`config.mk`:
```
export PLATFORM = sky130hd
export DESIGN_NAME = memseq_engine_flat
export DESIGN_NICKNAME = d
export VERILOG_FILES = /design/src/rtl/memseq_if.sv /design/src/rtl/memseq_engine.sv /design/src/flat_wrapper.sv
export SDC_FILE = /design/constraint.sdc
export NUM_CORES = 1
export LEC_CHECK = 0
export ABC_AREA = 1
export CAP_MARGIN = 20
export CELL_PAD_IN_SITES_DETAIL_PLACEMENT = 1
export CELL_PAD_IN_SITES_GLOBAL_PLACEMENT = 1
export CORE_MARGIN = 3
export CORE_UTILIZATION = 35
export DETAILED_ROUTE_END_ITERATION = 16
export GPL_TIMING_DRIVEN = 0
export PLACE_DENSITY = 0.76
export SYNTH_ARGS = -nofsm -noshare
export SYNTH_HDL_FRONTEND = slang
export SYNTH_SLANG_ARGS = --single-unit
```
`constraint.sdc`:
```
create_clock -name clk50 -period 2.5 [get_ports clk50]
set_clock_uncertainty 0.1 [all_clocks]
set_input_delay 0.625 -clock clk50 [delete_from_list [all_inputs] [get_ports clk50]]
set_output_delay 0.625 -clock clk50 [all_outputs]
set_load 0.02 [all_outputs]
```
`src/rtl/memseq_if.sv`:
```
// memseq_if: player/display-side signal bundle of the memory-sequence engine.
//
// Handshake rule: there is no backpressure. An entry is consumed on a clk50
// rising edge exactly when entry_valid is high and await_input is high;
// entry_valid on any other edge is dropped. start is a one-cycle request
// that is acted on only while the engine is idle or finished. pass_p and
// fail_p are one-cycle result strobes.
//
// Signals:
//   start        engine <- player   begin a new game (pulse)
//   entry_valid  engine <- player   entry strobe (pulse)
//   entry        engine <- player   one-hot button entry
//   lights       engine -> display  one-hot playback, 0 when dark
//   await_input  engine -> display  entries currently accepted
//   level        engine -> display  current level, 0-based
//   score        engine -> display  completed levels, saturating at 15
//   lives_left   engine -> display  remaining lives
//   pass_p       engine -> display  level completed (pulse)
//   fail_p       engine -> display  wrong entry (pulse)
//   game_over    engine -> display  all lives lost
//   won          engine -> display  last level completed
interface memseq_if #(
    parameter int N_LIGHTS = 4
);
    logic                start;
    logic                entry_valid;
    logic [N_LIGHTS-1:0] entry;
    logic [N_LIGHTS-1:0] lights;
    logic                await_input;
    logic [7:0]          level;
    logic [3:0]          score;
    logic [2:0]          lives_left;
    logic                pass_p;
    logic                fail_p;
    logic                game_over;
    logic                won;

    modport slave (
        input  start, entry_valid, entry,
        output lights, await_input, level, score, lives_left,
               pass_p, fail_p, game_over, won
    );

    modport master (
        output start, entry_valid, entry,
        input  lights, await_input, level, score, lives_left,
               pass_p, fail_p, game_over, won
    );
endinterface

```
`src/rtl/memseq_engine.sv`:
```
// memseq_engine: memory-sequence game engine. Each level generates a
// pseudo-random sequence from a free-running LFSR, plays it out on one-hot
// lights with programmable on/off timing, then checks player entries step by
// step. Wrong entries cost a life and replay the same sequence; losing all
// lives or clearing the last level ends the game.
//
// Ports:
//   clk50      in   system clock, rising edge
//   KEY2       in   asynchronous active-low reset
//   bus        slave modport of memseq_if (start/entry in, display out)
//   dbg_state  out  current FSM state encoding
module memseq_engine #(
    parameter int          N_LIGHTS   = 4,
    parameter int          SEQ_LEN    = 4,
    parameter int          N_LEVELS   = 9,
    parameter int          LIVES      = 3,
    parameter int          STEP_TICKS = 25_000_000,
    parameter int          GAP_TICKS  = 12_500_000,
    parameter logic [15:0] SEED       = 16'hACE1
) (
    input  logic        clk50,
    input  logic        KEY2,
    memseq_if.slave     bus,
    output logic [2:0]  dbg_state
);
    localparam int LW   = $clog2(N_LIGHTS);
    localparam int IW   = (SEQ_LEN > 1) ? $clog2(SEQ_LEN) : 1;
    localparam int TMAX = (STEP_TICKS > GAP_TICKS) ? STEP_TICKS : GAP_TICKS;
    localparam int TW   = $clog2(TMAX + 1);

    localparam logic [IW-1:0] IDX_LAST   = IW'(SEQ_LEN - 1);
    localparam logic [TW-1:0] STEP_LAST  = TW'(STEP_TICKS - 1);
    localparam logic [TW-1:0] GAP_LAST   = TW'(GAP_TICKS - 1);
    localparam logic [7:0]    LEVEL_LAST = 8'(N_LEVELS - 1);
    localparam logic [2:0]    LIVES_INIT = 3'(LIVES);

    localparam logic [2:0] S_IDLE     = 3'd0;
    localparam logic [2:0] S_GEN      = 3'd1;
    localparam logic [2:0] S_SHOW_ON  = 3'd2;
    localparam logic [2:0] S_SHOW_GAP = 3'd3;
    localparam logic [2:0] S_INPUT    = 3'd4;
    localparam logic [2:0] S_DONE     = 3'd5;

    logic [2:0]          state;
    logic [15:0]         lfsr;
    logic [LW-1:0]       seq [SEQ_LEN];
    logic [IW-1:0]       idx;
    logic [TW-1:0]       tcnt;
    logic [N_LIGHTS-1:0] lights_q;
    logic [7:0]          level_q;
    logic [3:0]          score_q;
    logic [2:0]          lives_q;
    logic                pass_q;
    logic                fail_q;
    logic                game_over_q;
    logic                won_q;

    logic                lfsr_fb;
    logic [N_LIGHTS-1:0] target;
    logic                entry_ok;

    // Fibonacci LFSR, taps 16,14,13,11 (bits 15,13,12,10).
    assign lfsr_fb = lfsr[15] ^ lfsr[13] ^ lfsr[12] ^ lfsr[10];

    // One-hot of the current step; used both for playback and for checking.
    // A non-one-hot entry can never equal it, so it is always a mismatch.
    always_comb begin
        target           = '0;
        target[seq[idx]] = 1'b1;
    end

    assign entry_ok = (bus.entry == target);

    always_ff @(posedge clk50 or negedge KEY2) begin
        if (!KEY2) begin
            state       <= S_IDLE;
            lfsr        <= SEED;
            for (int i = 0; i < SEQ_LEN; i++) seq[i] <= '0;
            idx         <= '0;
            tcnt        <= '0;
            lights_q    <= '0;
            level_q     <= '0;
            score_q     <= '0;
            lives_q     <= LIVES_INIT;
            pass_q      <= 1'b0;
            fail_q      <= 1'b0;
            game_over_q <= 1'b0;
            won_q       <= 1'b0;
        end else begin
            lfsr   <= {lfsr[14:0], lfsr_fb};
            pass_q <= 1'b0;
            fail_q <= 1'b0;
            // Lights are registered from the state, so they trail the
            // SHOW_ON state by one cycle with the same lit/dark durations.
            lights_q <= (state == S_SHOW_ON) ? target : '0;

            case (state)
                S_IDLE, S_DONE: begin
                    if (bus.start) begin
                        level_q     <= '0;
                        score_q     <= '0;
                        idx         <= '0;
                        tcnt        <= '0;
                        lives_q     <= LIVES_INIT;
                        game_over_q <= 1'b0;
                        won_q       <= 1'b0;
                        state       <= S_GEN;
                    end
                end

                S_GEN: begin
                    seq[idx] <= lfsr[LW-1:0];
                    tcnt     <= '0;
                    if (idx == IDX_LAST) begin
                        idx   <= '0;
                        state <= S_SHOW_ON;
                    end else begin
                        idx <= idx + IW'(1);
                    end
                end

                S_SHOW_ON: begin
                    if (tcnt == STEP_LAST) begin
                        tcnt  <= '0;
                        state <= S_SHOW_GAP;
                    end else begin
                        tcnt <= tcnt + TW'(1);
                    end
                end

                S_SHOW_GAP: begin
                    if (tcnt == GAP_LAST) begin
                        tcnt <= '0;
                        if (idx == IDX_LAST) begin
                            idx   <= '0;
                            state <= S_INPUT;
                        end else begin
                            idx   <= idx + IW'(1);
                            state <= S_SHOW_ON;
                        end
                    end else begin
                        tcnt <= tcnt + TW'(1);
                    end
                end

                S_INPUT: begin
                    if (bus.entry_valid) begin
                        if (entry_ok) begin
                            if (idx == IDX_LAST) begin
                                pass_q  <= 1'b1;
                                score_q <= (score_q == 4'hF) ? score_q : score_q + 4'd1;
                                idx     <= '0;
                                if (level_q == LEVEL_LAST) begin
                                    won_q <= 1'b1;
                                    state <= S_DONE;
                                end else begin
                                    level_q <= level_q + 8'd1;
                                    state   <= S_GEN;
                                end
                            end else begin
                                idx <= idx + IW'(1);
                            end
                        end else begin
                            fail_q  <= 1'b1;
                            lives_q <= lives_q - 3'd1;
                            idx     <= '0;
                            tcnt    <= '0;
                            // Last life lost ends the game; otherwise replay
                            // the stored sequence without regenerating it.
                            if (lives_q == 3'd1) begin
                                game_over_q <= 1'b1;
                                state       <= S_DONE;
                            end else begin
                                state <= S_SHOW_ON;
                            end
                        end
                    end
                end

                default: state <= S_IDLE;
            endcase
        end
    end

    assign bus.lights      = lights_q;
    assign bus.await_input = (state == S_INPUT);
    assign bus.level       = level_q;
    assign bus.score       = score_q;
    assign bus.lives_left  = lives_q;
    assign bus.pass_p      = pass_q;
    assign bus.fail_p      = fail_q;
    assign bus.game_over   = game_over_q;
    assign bus.won         = won_q;
    assign dbg_state       = state;
endmodule

```
`src/flat_wrapper.sv`:
```
// flat-port wrapper written by rule: the top's interface ports become plain ports
module memseq_engine_flat 
#(
    parameter int          N_LIGHTS   = 4,
    parameter int          SEQ_LEN    = 4,
    parameter int          N_LEVELS   = 9,
    parameter int          LIVES      = 3,
    parameter int          STEP_TICKS = 25_000_000,
    parameter int          GAP_TICKS  = 12_500_000,
    parameter logic [15:0] SEED       = 16'hACE1
)
  (clk50, KEY2, dbg_state, bus_start, bus_entry_valid, bus_entry, bus_lights, bus_await_input, bus_level, bus_score, bus_lives_left, bus_pass_p, bus_fail_p, bus_game_over, bus_won);
  memseq_if #(.N_LIGHTS(N_LIGHTS)) bus_i ();
  input  logic clk50;
  input  logic KEY2;
  output logic [2:0] dbg_state;
  input wire logic [$bits(bus_i.start)-1:0] bus_start;
  input wire logic [$bits(bus_i.entry_valid)-1:0] bus_entry_valid;
  input wire logic [$bits(bus_i.entry)-1:0] bus_entry;
  output wire logic [$bits(bus_i.lights)-1:0] bus_lights;
  output wire logic [$bits(bus_i.await_input)-1:0] bus_await_input;
  output wire logic [$bits(bus_i.level)-1:0] bus_level;
  output wire logic [$bits(bus_i.score)-1:0] bus_score;
  output wire logic [$bits(bus_i.lives_left)-1:0] bus_lives_left;
  output wire logic [$bits(bus_i.pass_p)-1:0] bus_pass_p;
  output wire logic [$bits(bus_i.fail_p)-1:0] bus_fail_p;
  output wire logic [$bits(bus_i.game_over)-1:0] bus_game_over;
  output wire logic [$bits(bus_i.won)-1:0] bus_won;
  assign bus_i.start = bus_start;
  assign bus_i.entry_valid = bus_entry_valid;
  assign bus_i.entry = bus_entry;
  assign bus_lights = bus_i.lights;
  assign bus_await_input = bus_i.await_input;
  assign bus_level = bus_i.level;
  assign bus_score = bus_i.score;
  assign bus_lives_left = bus_i.lives_left;
  assign bus_pass_p = bus_i.pass_p;
  assign bus_fail_p = bus_i.fail_p;
  assign bus_game_over = bus_i.game_over;
  assign bus_won = bus_i.won;
  memseq_engine #(.N_LIGHTS(N_LIGHTS), .SEQ_LEN(SEQ_LEN), .N_LEVELS(N_LEVELS), .LIVES(LIVES), .STEP_TICKS(STEP_TICKS), .GAP_TICKS(GAP_TICKS), .SEED(SEED)) u_core (.clk50(clk50), .KEY2(KEY2), .bus(bus_i), .dbg_state(dbg_state));
endmodule
```
==> run metrics, run 1 <==
worst hold path class in -> async; relative slew slack 46.1%; Routed WL 12600 um; Vias 4153; final worst path period share 92.4%; FF-to-FF path depth 8; worst reg2reg setup slack 0.22 ns; Crit Path Category reg -> out; Mapped Area 4540 um2; DR WL/cell 15.1 um; fraction of registers with async set/reset 100%; worst reg2reg path endpoint u_core.idx[1]; I/O pins 35; CP arrival 1.59 ns; Filler Cell Count 1571; reg2reg start u_core.dbg_state[1]; Final Hold Viols 0; Synth cell types 37; Min Hold Slack 0.0625 ns; die width 120 um; clock sink count 77; CTS Hold Bufs 0; CP Cell Sequence buf_2 > nor2_1 > nand2_2 > inv_2 > buf_6 > buf_2; CP max stage cell dfrtp_1; static leakage 2.63 nW; Power per Cell Area 473 nW/um2; Peak VDD IR 0.312 mV; first-pass GRT wire length 21400 um; FF+latch count, synth 77; TNS Setup 0 ns; Inst Count DP 820; GR Overflow Total 0; Initial Util 36.7%; Final Instance Count excl. Fillers 837; vias in the first global route 4363; YS warnings 0; die area 14400 um2; max-cap violations 0; ANT cells 0; Clock Root Buffer clkbuf_16; Initial DRC Count 214; crit-path most repeated cell buf_2; DRC violations left 0; Post-synth EDFFs 0; post-DR vias/cell 4.96; Clock Pin Slew Worst Setup and Hold Paths 0.06 ns; final setup violating endpoints 0; Synth top area share 36.9%; Final Max Slew Viols 0; worst skew pair latency 0.34 ns; ys flop type dfrtp_1; Syn Nets 635; TritonCTS clock tree yes; antenna violations before repair 0; Fmax 433 MHz; CP Capture Type primary output; core area 12400 um2; CP max stage delay 0.37 ns; Total GRT Usage 18.5%; Post-Syn Instances 617; most common cell after layout, fill and taps aside nand2_1; Critical path buffers and inverters 4; Final ANT Viol Nets 0; H-tree levels 3; crit path max fanout 10; largest net degree at the start of global routing 61; DPL Wire Length 9540 um; CP delay by family, top buffers and inverters; Nets 682; status finished, final reports clean; Critical Path RT 1.77 ns; FF+latch area 1940 um2; top cells by area, synth dfrtp_1, nand2_1, inv_1, nand3_1, dfstp_2; Final Core Density 43.9%; Avg Cell Area, Syn 7.36 um2; Crit path depth 6; most frequent cells in the layout nand2_1, inv_1, dfrtp_1; sequential area share after synthesis 42.7%; cell taking the most area after synthesis dfrtp_1; worst slew pin tran 0.799 ns; fraction of layout cells with a size suffix above 1 10.8%; row count 40; minimum clock period 2.31 ns; DRT Pass-1 Iters 4; area growth from synthesis to layout 19.7%; multi-input logic area 2230 um2; Vert. Die Dim 120 um; cts bufs inserted 9; total power draw 2.57 mW; RePlAce Congestion 0.887; I/O Buffers 34; CP Launch Type register; CTS max path bufs 2
-- how the worst max path moves through the flow --
stage | endpoint | start | slack (ns)
global route | u_core.bus.level[4] | u_core.idx[1] | -0.003
CTS | bus_await_input | u_core.dbg_state[0] | 0.01
detailed placement | bus_await_input | u_core.dbg_state[0] | -0.35
global placement | u_core.bus.level[5] | KEY2 | -2.05
finish | bus_await_input | u_core.dbg_state[0] | 0.19
floorplan | bus_await_input | u_core.dbg_state[0] | 0.38
-- per-stage QoR --
stage	setup WS (ns)	instance area, um2
final	0.189	5430
after global placement	-2.05	5090
after floorplan	0.375	4540
after global routing	-0.00266	5430
after detailed placement	-0.349	5110
after CTS	0.0120	5410
-- sequential cells by signal, summed over array words and instances (netlist names) --
register,count
u_core.tcnt,25
u_core.lfsr,16
u_core.bus.level,8
u_core.seq,8
u_core.bus.lights,4
u_core.bus.score,4
u_core.bus.lives_left,3
u_core.dbg_state,3
u_core.idx,2
u_core.bus.fail_p,1
u_core.bus.game_over,1
u_core.bus.pass_p,1
u_core.bus.won,1
-- power by group --
| group | switching (mW) | leakage, nW | internal [mW] |
|---|---|---|---|
| logic | 0.0411 | 1.47 | 0.0227 |
| registers | 0.00211 | 1.02 | 1.25 |
| clock network | 0.528 | 0.138 | 0.726 |
-- worst reg2reg max path, delay by kind of cell, from the launching register on --
kind	cells	cell delay (ns)
AO/OA/AOI/OAI	2	0.49
buffers and inverters	2	0.24
flip-flops	1	0.46
AND/OR/NAND/NOR	4	0.89
-- metal layers --
| layer | routed length [um] | GRT usage (%) | vias to the layer above |
|---|---|---|---|
| met5 | 0 | 0 | - |
| met4 | 190 | 5.23 | 0 |
| met3 | 365 | 4.29 | 15 |
| met2 | 6300 | 32.1 | 49 |
| met1 | 5750 | 23.0 | 2044 |
| li1 | - | - | 2045 |
-- area by class of cell --
| class | instances | share of cell area [%] |
|---|---|---|
| multi-input cells | 447 | 41.1 |
| flip-flops and latches | 77 | 35.7 |
| repair buffers | 36 | 6.77 |
| inverters | 79 | 5.60 |
| clock buffers | 11 | 4.65 |
| well taps | 168 | 3.87 |
| plain buffers | 14 | 1.68 |
| clock inverters | 5 | 0.622 |
-- synthesized netlist by cell type, types with 3 or more instances --
| library cell | count |
|---|---|
| nand3_1 | 54 |
| buf_2 | 6 |
| nand3b_1 | 4 |
| or2_2 | 4 |
| inv_1 | 76 |
| nor3_1 | 17 |
| o211ai_1 | 8 |
| o21ai_1 | 3 |
| xnor2_1 | 7 |
| buf_6 | 3 |
| a21oi_1 | 3 |
| nand4_1 | 13 |
| o21ai_0 | 21 |
| nor2_2 | 7 |
| dfrtp_1 | 67 |
| nand2_2 | 6 |
| clkbuf_1 | 4 |
| dfstp_2 | 10 |
| ha_1 | 10 |
| nor2_1 | 47 |
| xor2_1 | 19 |
| nand2_1 | 208 |
-- cell families after synthesis --
family                     synth area share, %
buffers and inverters                     8.52
DFF                                       42.7
xor gates and xnor gates                  5.02
AOI/OAI and AO/OA                         5.49
and+or+nand+nor                           35.5
adders and majority gates                 2.76
-- repair_timing --
| item | in CTS | in global routing |
|---|---|---|
| resized for setup | 8 | 8 |
| pin swaps | 0 | 0 |
| endpoints found under the setup margin | 3 | 24 |
| buffers inserted | 0 | 1 |
| endpoints found under the hold margin | 0 | 0 |
(Power assumes the default switching activity.)
==> run 2: changes to the inputs <==
--- a/config.mk
+++ b/config.mk
@@ -11,6 +11,7 @@
 export CELL_PAD_IN_SITES_GLOBAL_PLACEMENT = 1
 export CORE_MARGIN = 3
 export CORE_UTILIZATION = 35
+export CTS_CLUSTER_SIZE = 30
 export DETAILED_ROUTE_END_ITERATION = 16
 export GPL_TIMING_DRIVEN = 0
 export PLACE_DENSITY = 0.76
==> results of run 2 <==
Same layout as run 1: the final DEF is identical, and so are final timing and power.
